==> src/rtl/cpu_imm_gen_pipe.sv <==
// ---------------------------------------------------------------------------
// cpu_imm_gen_pipe : pipelined RISC-V immediate generator with a skid buffer
// Revision: 1.0
// ---------------------------------------------------------------------------
`default_nettype none

module cpu_imm_gen_pipe #(
  parameter int XLEN  = 32,
  parameter bit ZICSR = 1'b1,
  parameter int TAG_W = 32
) (
  input  logic             clk,
  input  logic             rst_n,
  input  logic             in_valid,
  output logic             in_ready,
  input  logic [31:0]      in_inst,
  input  logic [TAG_W-1:0] in_tag,
  output logic             out_valid,
  input  logic             out_ready,
  output logic [XLEN-1:0]  out_imm,
  output logic [5:0]       out_fmt,
  output logic             out_illegal,
  output logic [TAG_W-1:0] out_tag
);

  localparam logic [6:0] c_op_lui     = 7'b0110111;
  localparam logic [6:0] c_op_auipc   = 7'b0010111;
  localparam logic [6:0] c_op_jal     = 7'b1101111;
  localparam logic [6:0] c_op_jalr    = 7'b1100111;
  localparam logic [6:0] c_op_load    = 7'b0000011;
  localparam logic [6:0] c_op_opimm   = 7'b0010011;
  localparam logic [6:0] c_op_miscmem = 7'b0001111;
  localparam logic [6:0] c_op_system  = 7'b1110011;
  localparam logic [6:0] c_op_opimm32 = 7'b0011011;
  localparam logic [6:0] c_op_branch  = 7'b1100011;
  localparam logic [6:0] c_op_store   = 7'b0100011;
  localparam logic [6:0] c_op_op      = 7'b0110011;
  localparam logic [6:0] c_op_op32    = 7'b0111011;

  localparam logic [5:0] c_fmt_r = 6'b100000;
  localparam logic [5:0] c_fmt_i = 6'b010000;
  localparam logic [5:0] c_fmt_s = 6'b001000;
  localparam logic [5:0] c_fmt_b = 6'b000100;
  localparam logic [5:0] c_fmt_u = 6'b000010;
  localparam logic [5:0] c_fmt_j = 6'b000001;

  localparam bit c_rv64 = (XLEN == 64);

  logic [31:0]      w_imm32;
  logic [XLEN-1:0]  w_dec_imm;
  logic [5:0]       w_dec_fmt;
  logic             w_dec_ill;
  logic             w_s;

  always_comb begin
    w_s       = in_inst[31];
    w_imm32   = 32'd0;
    w_dec_fmt = 6'd0;
    w_dec_ill = 1'b0;
    case (in_inst[6:0])
      c_op_lui, c_op_auipc: begin
        w_dec_fmt = c_fmt_u;
        w_imm32   = {in_inst[31:12], 12'd0};
      end
      c_op_jal: begin
        w_dec_fmt = c_fmt_j;
        w_imm32   = {{11{w_s}}, in_inst[31], in_inst[19:12], in_inst[20], in_inst[30:21], 1'b0};
      end
      c_op_jalr, c_op_load, c_op_opimm, c_op_miscmem: begin
        w_dec_fmt = c_fmt_i;
        w_imm32   = {{20{w_s}}, in_inst[31:20]};
      end
      c_op_system: begin
        w_dec_fmt = c_fmt_i;
        // CSR-immediate forms carry a 5-bit unsigned zimm in the rs1 field
        if (ZICSR && in_inst[14]) w_imm32 = {27'd0, in_inst[19:15]};
        else                      w_imm32 = {{20{w_s}}, in_inst[31:20]};
      end
      c_op_opimm32: begin
        if (c_rv64) begin
          w_dec_fmt = c_fmt_i;
          w_imm32   = {{20{w_s}}, in_inst[31:20]};
        end else begin
          w_dec_ill = 1'b1;
        end
      end
      c_op_branch: begin
        w_dec_fmt = c_fmt_b;
        w_imm32   = {{19{w_s}}, in_inst[31], in_inst[7], in_inst[30:25], in_inst[11:8], 1'b0};
      end
      c_op_store: begin
        w_dec_fmt = c_fmt_s;
        w_imm32   = {{20{w_s}}, in_inst[31:25], in_inst[11:7]};
      end
      c_op_op: w_dec_fmt = c_fmt_r;
      c_op_op32: begin
        if (c_rv64) w_dec_fmt = c_fmt_r;
        else        w_dec_ill = 1'b1;
      end
      default: w_dec_ill = 1'b1;
    endcase
    w_dec_imm = XLEN'($signed(w_imm32));
  end

  logic             out_valid_q,   out_valid_d;
  logic [XLEN-1:0]  out_imm_q,     out_imm_d;
  logic [5:0]       out_fmt_q,     out_fmt_d;
  logic             out_illegal_q, out_illegal_d;
  logic [TAG_W-1:0] out_tag_q,     out_tag_d;
  logic             skid_full_q,   skid_full_d;
  logic [XLEN-1:0]  skid_imm_q,    skid_imm_d;
  logic [5:0]       skid_fmt_q,    skid_fmt_d;
  logic             skid_ill_q,    skid_ill_d;
  logic [TAG_W-1:0] skid_tag_q,    skid_tag_d;
  logic             in_ready_q,    in_ready_d;

  logic w_accept;
  logic w_out_free;

  always_comb begin
    w_accept      = in_valid & in_ready_q;
    w_out_free    = ~out_valid_q | out_ready;
    out_valid_d   = out_valid_q;
    out_imm_d     = out_imm_q;
    out_fmt_d     = out_fmt_q;
    out_illegal_d = out_illegal_q;
    out_tag_d     = out_tag_q;
    skid_full_d   = skid_full_q;
    skid_imm_d    = skid_imm_q;
    skid_fmt_d    = skid_fmt_q;
    skid_ill_d    = skid_ill_q;
    skid_tag_d    = skid_tag_q;
    if (w_out_free) begin
      // A full skid blocks new input, so it is always the older entry
      if (skid_full_q) begin
        out_valid_d   = 1'b1;
        out_imm_d     = skid_imm_q;
        out_fmt_d     = skid_fmt_q;
        out_illegal_d = skid_ill_q;
        out_tag_d     = skid_tag_q;
        skid_full_d   = 1'b0;
      end else if (w_accept) begin
        out_valid_d   = 1'b1;
        out_imm_d     = w_dec_imm;
        out_fmt_d     = w_dec_fmt;
        out_illegal_d = w_dec_ill;
        out_tag_d     = in_tag;
      end else begin
        out_valid_d   = 1'b0;
      end
    end else if (w_accept) begin
      skid_full_d = 1'b1;
      skid_imm_d  = w_dec_imm;
      skid_fmt_d  = w_dec_fmt;
      skid_ill_d  = w_dec_ill;
      skid_tag_d  = in_tag;
    end
    in_ready_d = ~skid_full_d;
  end

  always_ff @(posedge clk or negedge rst_n) begin
    if (!rst_n) begin
      out_valid_q   <= 1'b0;
      out_imm_q     <= '0;
      out_fmt_q     <= '0;
      out_illegal_q <= 1'b0;
      out_tag_q     <= '0;
      skid_full_q   <= 1'b0;
      skid_imm_q    <= '0;
      skid_fmt_q    <= '0;
      skid_ill_q    <= 1'b0;
      skid_tag_q    <= '0;
      in_ready_q    <= 1'b1;
    end else begin
      out_valid_q   <= out_valid_d;
      out_imm_q     <= out_imm_d;
      out_fmt_q     <= out_fmt_d;
      out_illegal_q <= out_illegal_d;
      out_tag_q     <= out_tag_d;
      skid_full_q   <= skid_full_d;
      skid_imm_q    <= skid_imm_d;
      skid_fmt_q    <= skid_fmt_d;
      skid_ill_q    <= skid_ill_d;
      skid_tag_q    <= skid_tag_d;
      in_ready_q    <= in_ready_d;
    end
  end

  assign in_ready    = in_ready_q;
  assign out_valid   = out_valid_q;
  assign out_imm     = out_imm_q;
  assign out_fmt     = out_fmt_q;
  assign out_illegal = out_illegal_q;
  assign out_tag     = out_tag_q;

endmodule

`default_nettype wire
==> config.mk <==
export PLATFORM = sky130hd
export DESIGN_NAME = cpu_imm_gen_pipe
export DESIGN_NICKNAME = d
export VERILOG_FILES = /design/src/rtl/cpu_imm_gen_pipe.sv
export SDC_FILE = /design/constraint.sdc
export NUM_CORES = 1
export LEC_CHECK = 0
export ABC_AREA = 1
export CELL_PAD_IN_SITES_DETAIL_PLACEMENT = 0
export CELL_PAD_IN_SITES_GLOBAL_PLACEMENT = 2
export CORE_UTILIZATION = 26
export DETAILED_ROUTE_END_ITERATION = 10
export HOLD_SLACK_MARGIN = 0.05
export PLACE_DENSITY_LB_ADDON = 0.3
export SLEW_MARGIN = 30
export SYNTH_ARGS = -nofsm -noshare
export SYNTH_HDL_FRONTEND = slang
export SYNTH_SLANG_ARGS = --single-unit
==> constraint.sdc <==
create_clock -name clk -period 1.4 [get_ports clk]
set_input_delay 0.35 -clock clk [delete_from_list [all_inputs] [get_ports clk]]
set_output_delay 0.35 -clock clk [all_outputs]
set_load 0.05 [all_outputs]
==> qor.yml, run 1 <==
finish:
  num_antenna_cells: 0
  nets: 1184
  drive_gt1_share_pct: 36.5
  final_common_cell: "nand2_1"
  final_area_um2: 12200
  final_cell_mix: "262 x nand2_1, 140 x dfrtp_1, 105 x nor2_1"
  area.growth.synth_to_final_pct: 80.7
synthesis:
  ys_ff_latch: 145
  syn_area_um2: 6770
  synth_nets: 940
  yosysSeqAreaShare_pct: 53.7
  syn_inst: 872
  yosysWarnings: 0
  yosys.cell_types.count: 23
  avgSynthCellArea_um2: 7.76
route:
  drt_iter0_drc: 415
  drt_wl_total_um: 23500
  via_per_inst: 4.51
  first_pass_iters: 5
  drc: 0
  routedWlPerCell_um: 16.1
  postRouteAntennaNets: 0
  vias: 6584
worst_setup_path:
  cp_num_cells: 2
  r2r-start: "in_ready"
  r2r_cells: 8
  cp_cell_sequence: "buf_6, buf_12"
  worst-setup-path-type: "register to output pin"
  slowest_stage: "dfstp_2"
  critPathBufInv: 2
  worstSetupStartpoint: "in_ready"
  crit_arrival_ns: 1.19
  cp.required_ns: 1.05
  r2r_slack_ns: -0.11
  reg2reg_to: "out_imm[2]"
  setup.worst_path.end_class: "output pin"
  worstSetupStartpointType: "register"
  crit_fanout: 2
  crit_family: "flip-flops"
  crit_path_max_incr_delay_ns: 0.54
timing:
  timing.fmax_mhz: 649
  hold_viol: 0
  finalCritPeriodShare_pct: 110
  fin_ws_ns: -0.141
  finalMaxSlewViolations: 0
  finalSetupTns_ns: -6.81
  rsz0062_at_grt: "yes"
  tightest_slew_ns: 0.517
  slew_headroom_pct: 65.6
  skew_ns: 0.0115
  hold_ws_ns: 0.399
  period_needed_ns: 1.54
  finalSetupViolations: 122
hold_path:
  hp-class: "input pin to async pin"
floorplanning:
  chipHeight_um: 163
  fp-row-count: 58
  ioPinCount: 141
  fp.dieW_um: 163
  core-area_um2: 25300
  initial_utilization_pct: 26.7
  die-area_um2: 26700
cts:
  clk_pin_slew_ns: 0.07
  root_buffer: "clkbuf_16"
  cts_tree: "done"
  clock-sinks: 145
  cts_max_level: 4
  cts_inserted_buffers: 17
  clk-insertion-delay-late_ns: 0.43
  cts_buffer_depth: 2
placed_design:
  port_buffers: 140
  dpl.hpwl_um: 13900
  placed_cell_area_um2: 9960
  routabilityCongestion: 0.827
power:
  p_leak_nw: 5.83
  peakVddDrop_mv: 0.860
  p_per_area_nw_per_um2: 1570
global_routing:
  grt_pass1_wl_um: 34800
  grt_pass1_vias: 6292
  grt_overflow_total: 0
  antenna_found_initial: 0
  grtUsageTotal_pct: 17.0
  grt_max_degree: 42
outcome:
  status: "finished with violations"
  violations: "negative setup slack"
flow_run:
  cap_violations: 0
synthesized netlist by cell type (all sizes together):
library cell,instances,area (um2)
nor3,1,5.00
nor2,137,527
dfstp,1,26.3
clkbuf,26,97.6
dfrtp,144,3600
inv,39,146
a31oi,57,419
o21ai,22,110
buf,29,155
nand2,346,1310
a21oi,17,85.1
nand4,3,18.8
nand3,49,250
o21a,1,7.51
how the worst max path moves through the flow:
stage                                 to
final                           in_ready
after global routing         out_tag[27]
after CTS                       in_ready
after detailed placement     out_illegal
after global placement       out_illegal
after floorplan           skid_tag_q[11]
what timing repair did:
item                                    CTS  global route
gates cloned                             13            13
resized for setup                        57           176
endpoints found under the hold margin    28             0
hold buffers                              1             0
pin swaps                                14            25
setup buffers                            18            18
endpoints found under the setup margin  108           157
registers in the layout, indices dropped and copies added, names as in the netlist:
name,count
out_illegal,1
out_imm,32
skid_full_q,1
skid_ill_q,1
skid_imm_q,32
skid_fmt_q,6
out_tag,32
skid_tag_q,32
in_ready,1
out_fmt,6
out_valid,1
report_power, final:
part | total (mW) | internal [mW] | switching [mW]
Sequential | 6.43 | 5.33 | 1.10
Combinational | 8.13 | 4.08 | 4.05
Clock | 4.69 | 2.55 | 2.14
Total | 19.2 | 12.0 | 7.29
area by class of cell:
cell class	count	area, um2
Fill cell	2411	13100
Timing Repair Buffer	279	4010
Sequential cell	145	3630
Multi-Input combinational cell	634	3390
Clock buffer	17	425
Tap cell	330	413
Inverter	39	180
Clock inverter	15	166
metrics by stage:
step	power (mW)	worst slack [ns]	cells	util, %
6_report	19.2	-0.141	1459	48.3
2_1_floorplan	9.67	-0.0781	872	-
3_5_place_dp	13.3	-0.724	1368	39.3
4_1_cts	18.5	-0.167	1432	44.4
5_1_grt	20.2	-0.196	1459	48.3
3_3_place_gp	13.3	-0.711	1368	39.3
cell families after synthesis:
group	Yosys count	share of synthesized area (%)
buffers and inverters	94	5.90
AO/OA/AOI/OAI	97	9.19
flip-flops	145	53.7
AND/OR/NAND/NOR	536	31.3
routing by layer:
metal	GRT usage, %	wire length (um)
met5	0	0
met4	4.63	162
met3	3.78	1060
met2	27.4	11300
met1	22.9	11000
No activity file was read; power rests on OpenSTA's default activity.
==> inputs of run 2 (changes only) <==
--- a/config.mk
+++ b/config.mk
@@ -6,11 +6,13 @@
 export NUM_CORES = 1
 export LEC_CHECK = 0
 export ABC_AREA = 1
+export ABC_CLOCK_PERIOD_IN_PS = 1400
 export CELL_PAD_IN_SITES_DETAIL_PLACEMENT = 0
 export CELL_PAD_IN_SITES_GLOBAL_PLACEMENT = 2
 export CORE_UTILIZATION = 26
 export DETAILED_ROUTE_END_ITERATION = 10
 export HOLD_SLACK_MARGIN = 0.05
+export MAX_ROUTING_LAYER = met4
 export PLACE_DENSITY_LB_ADDON = 0.3
 export SLEW_MARGIN = 30
 export SYNTH_ARGS = -nofsm -noshare
==> run 2 against run 1 <==
Compared with the run above: the flow still finishes with violations (negative setup slack); critical path depth did not move; largest cell class unchanged; die area did not move; setup slack got worse by 0.00094 ns; cell area did not move; global-route usage rose by 0.52 points; sequential share of layout area did not move; hold slack worse by 0.0038 ns; clock power about the same; combinational power about the same; count of clock-buffer cells in the layout is the same; critical endpoint unchanged.
==> qor.yml, run 2 (synthesized netlist as in run 1, its figures left out) <==
outcome:
  status: "finished with violations"
  violations: "negative setup slack"
global_routing:
  grtUsageTotal_pct: 17.6
  grt_pass1_vias: 6283
  grt_max_degree: 42
  antenna_found_initial: 0
  grt_pass1_wl_um: 34800
  grt_overflow_total: 0
worst_setup_path:
  worst-setup-path-type: "register to output pin"
  setup.worst_path.end_class: "output pin"
  crit_arrival_ns: 1.19
  worstSetupStartpointType: "register"
  cp.required_ns: 1.05
  crit_fanout: 2
finish:
  final_cell_mix: "262 x nand2_1, 140 x dfrtp_1, 105 x nor2_1"
  area.growth.synth_to_final_pct: 80.7
  final_common_cell: "nand2_1"
  num_antenna_cells: 0
  drive_gt1_share_pct: 36.5
  nets: 1184
  final_area_um2: 12200
timing:
  slew_headroom_pct: 65.2
  finalMaxSlewViolations: 0
  tightest_slew_ns: 0.522
  finalCritPeriodShare_pct: 110
  skew_ns: 0.0117
  fin_ws_ns: -0.142
  rsz0062_at_grt: "yes"
  hold_ws_ns: 0.395
  timing.fmax_mhz: 649
  period_needed_ns: 1.54
  hold_viol: 0
  finalSetupTns_ns: -6.83
  finalSetupViolations: 122
placed_design:
  dpl.hpwl_um: 13900
  routabilityCongestion: 0.839
  placed_cell_area_um2: 9960
  pre_cts_ws_ns: -0.724
  port_buffers: 140
route:
  routedWlPerCell_um: 16.1
  drc: 0
  via_per_inst: 4.50
  drt_iter0_drc: 373
  vias: 6572
  first_pass_iters: 4
  drt_wl_total_um: 23400
  postRouteAntennaNets: 0
floorplanning:
  core-area_um2: 25300
  fp.dieW_um: 163
  fp-row-count: 58
  initial_utilization_pct: 26.7
  chipHeight_um: 163
  die-area_um2: 26700
  ioPinCount: 141
cts:
  cts_buffer_depth: 2
  clock-sinks: 145
  cts_tree: "done"
  cts_inserted_buffers: 17
  root_buffer: "clkbuf_16"
  cts_max_level: 4
  clk_pin_slew_ns: 0.07
  clk-insertion-delay-late_ns: 0.43
flow_run:
  cap_violations: 0
hold_path:
  hp-class: "input pin to async pin"
power:
  p_per_area_nw_per_um2: 1570
  p_leak_nw: 5.83
  total_power_mw: 19.2
  peakVddDrop_mv: 0.859
==> run 2: stage by stage <==
stage,cells,utilization (%)
finish,1459,48.3
global route,1459,48.3
CTS,1432,44.4
detailed placement,1368,39.3
global placement,1368,39.3
floorplan,872,-
==> run 2: layer usage <==
layer	vias to the layer above	GRT usage, %	part of all wire [%]
met3	11	3.68	4.4
met4	0	4.63	0.68
met5	-	-	0
met2	147	27.3	48
li1	3277	-	-
met1	3137	23.0	47
==> run 2: critical path, stage by stage (launching register included) <==
cell     delay (ns)
dfstp_2        0.55
buf_6          0.10
buf_12         0.12
==> run 2: what timing repair did <==
action	in CTS	in global routing
setup endpoints to repair	108	157
hold buffers	1	0
gates resized for setup	57	176
setup buffers	18	18
pin swaps	14	24
hold endpoints to repair	28	0
gates cloned	13	13
==> run 2: cell type report <==
| class | count | area (um2) |
|---|---|---|
| Clock buffer | 17 | 425 |
| Clock inverter | 15 | 166 |
| Fill cell | 2412 | 13100 |
| Inverter | 39 | 180 |
| Multi-Input combinational cell | 634 | 3390 |
| Sequential cell | 145 | 3630 |
| Tap cell | 330 | 413 |
| Timing Repair Buffer | 279 | 4010 |
==> run 2: worst paths after layout <==
kind / start / end / slack (ns) / cells past startpoint
setup / recovery: in_ready / in_ready / -0.14 / 2
hold / removal: rst_n / out_tag[6] / 0.40 / 2
setup reg to reg: in_ready / out_imm[2] / -0.12 / 8
hold reg to reg: skid_tag_q[14] / skid_tag_q[14] / 0.48 / 2
max in group asynchronous: rst_n / skid_tag_q[28] / 0.47 / 3
min in group clk: in_inst[4] / skid_fmt_q[3] / 0.48 / 6
==> run 2: power breakdown <==
| part | switching [mW] | internal [mW] |
|---|---|---|
| logic | 4.05 | 4.08 |
| clock network | 2.13 | 2.55 |
| registers | 1.10 | 5.33 |
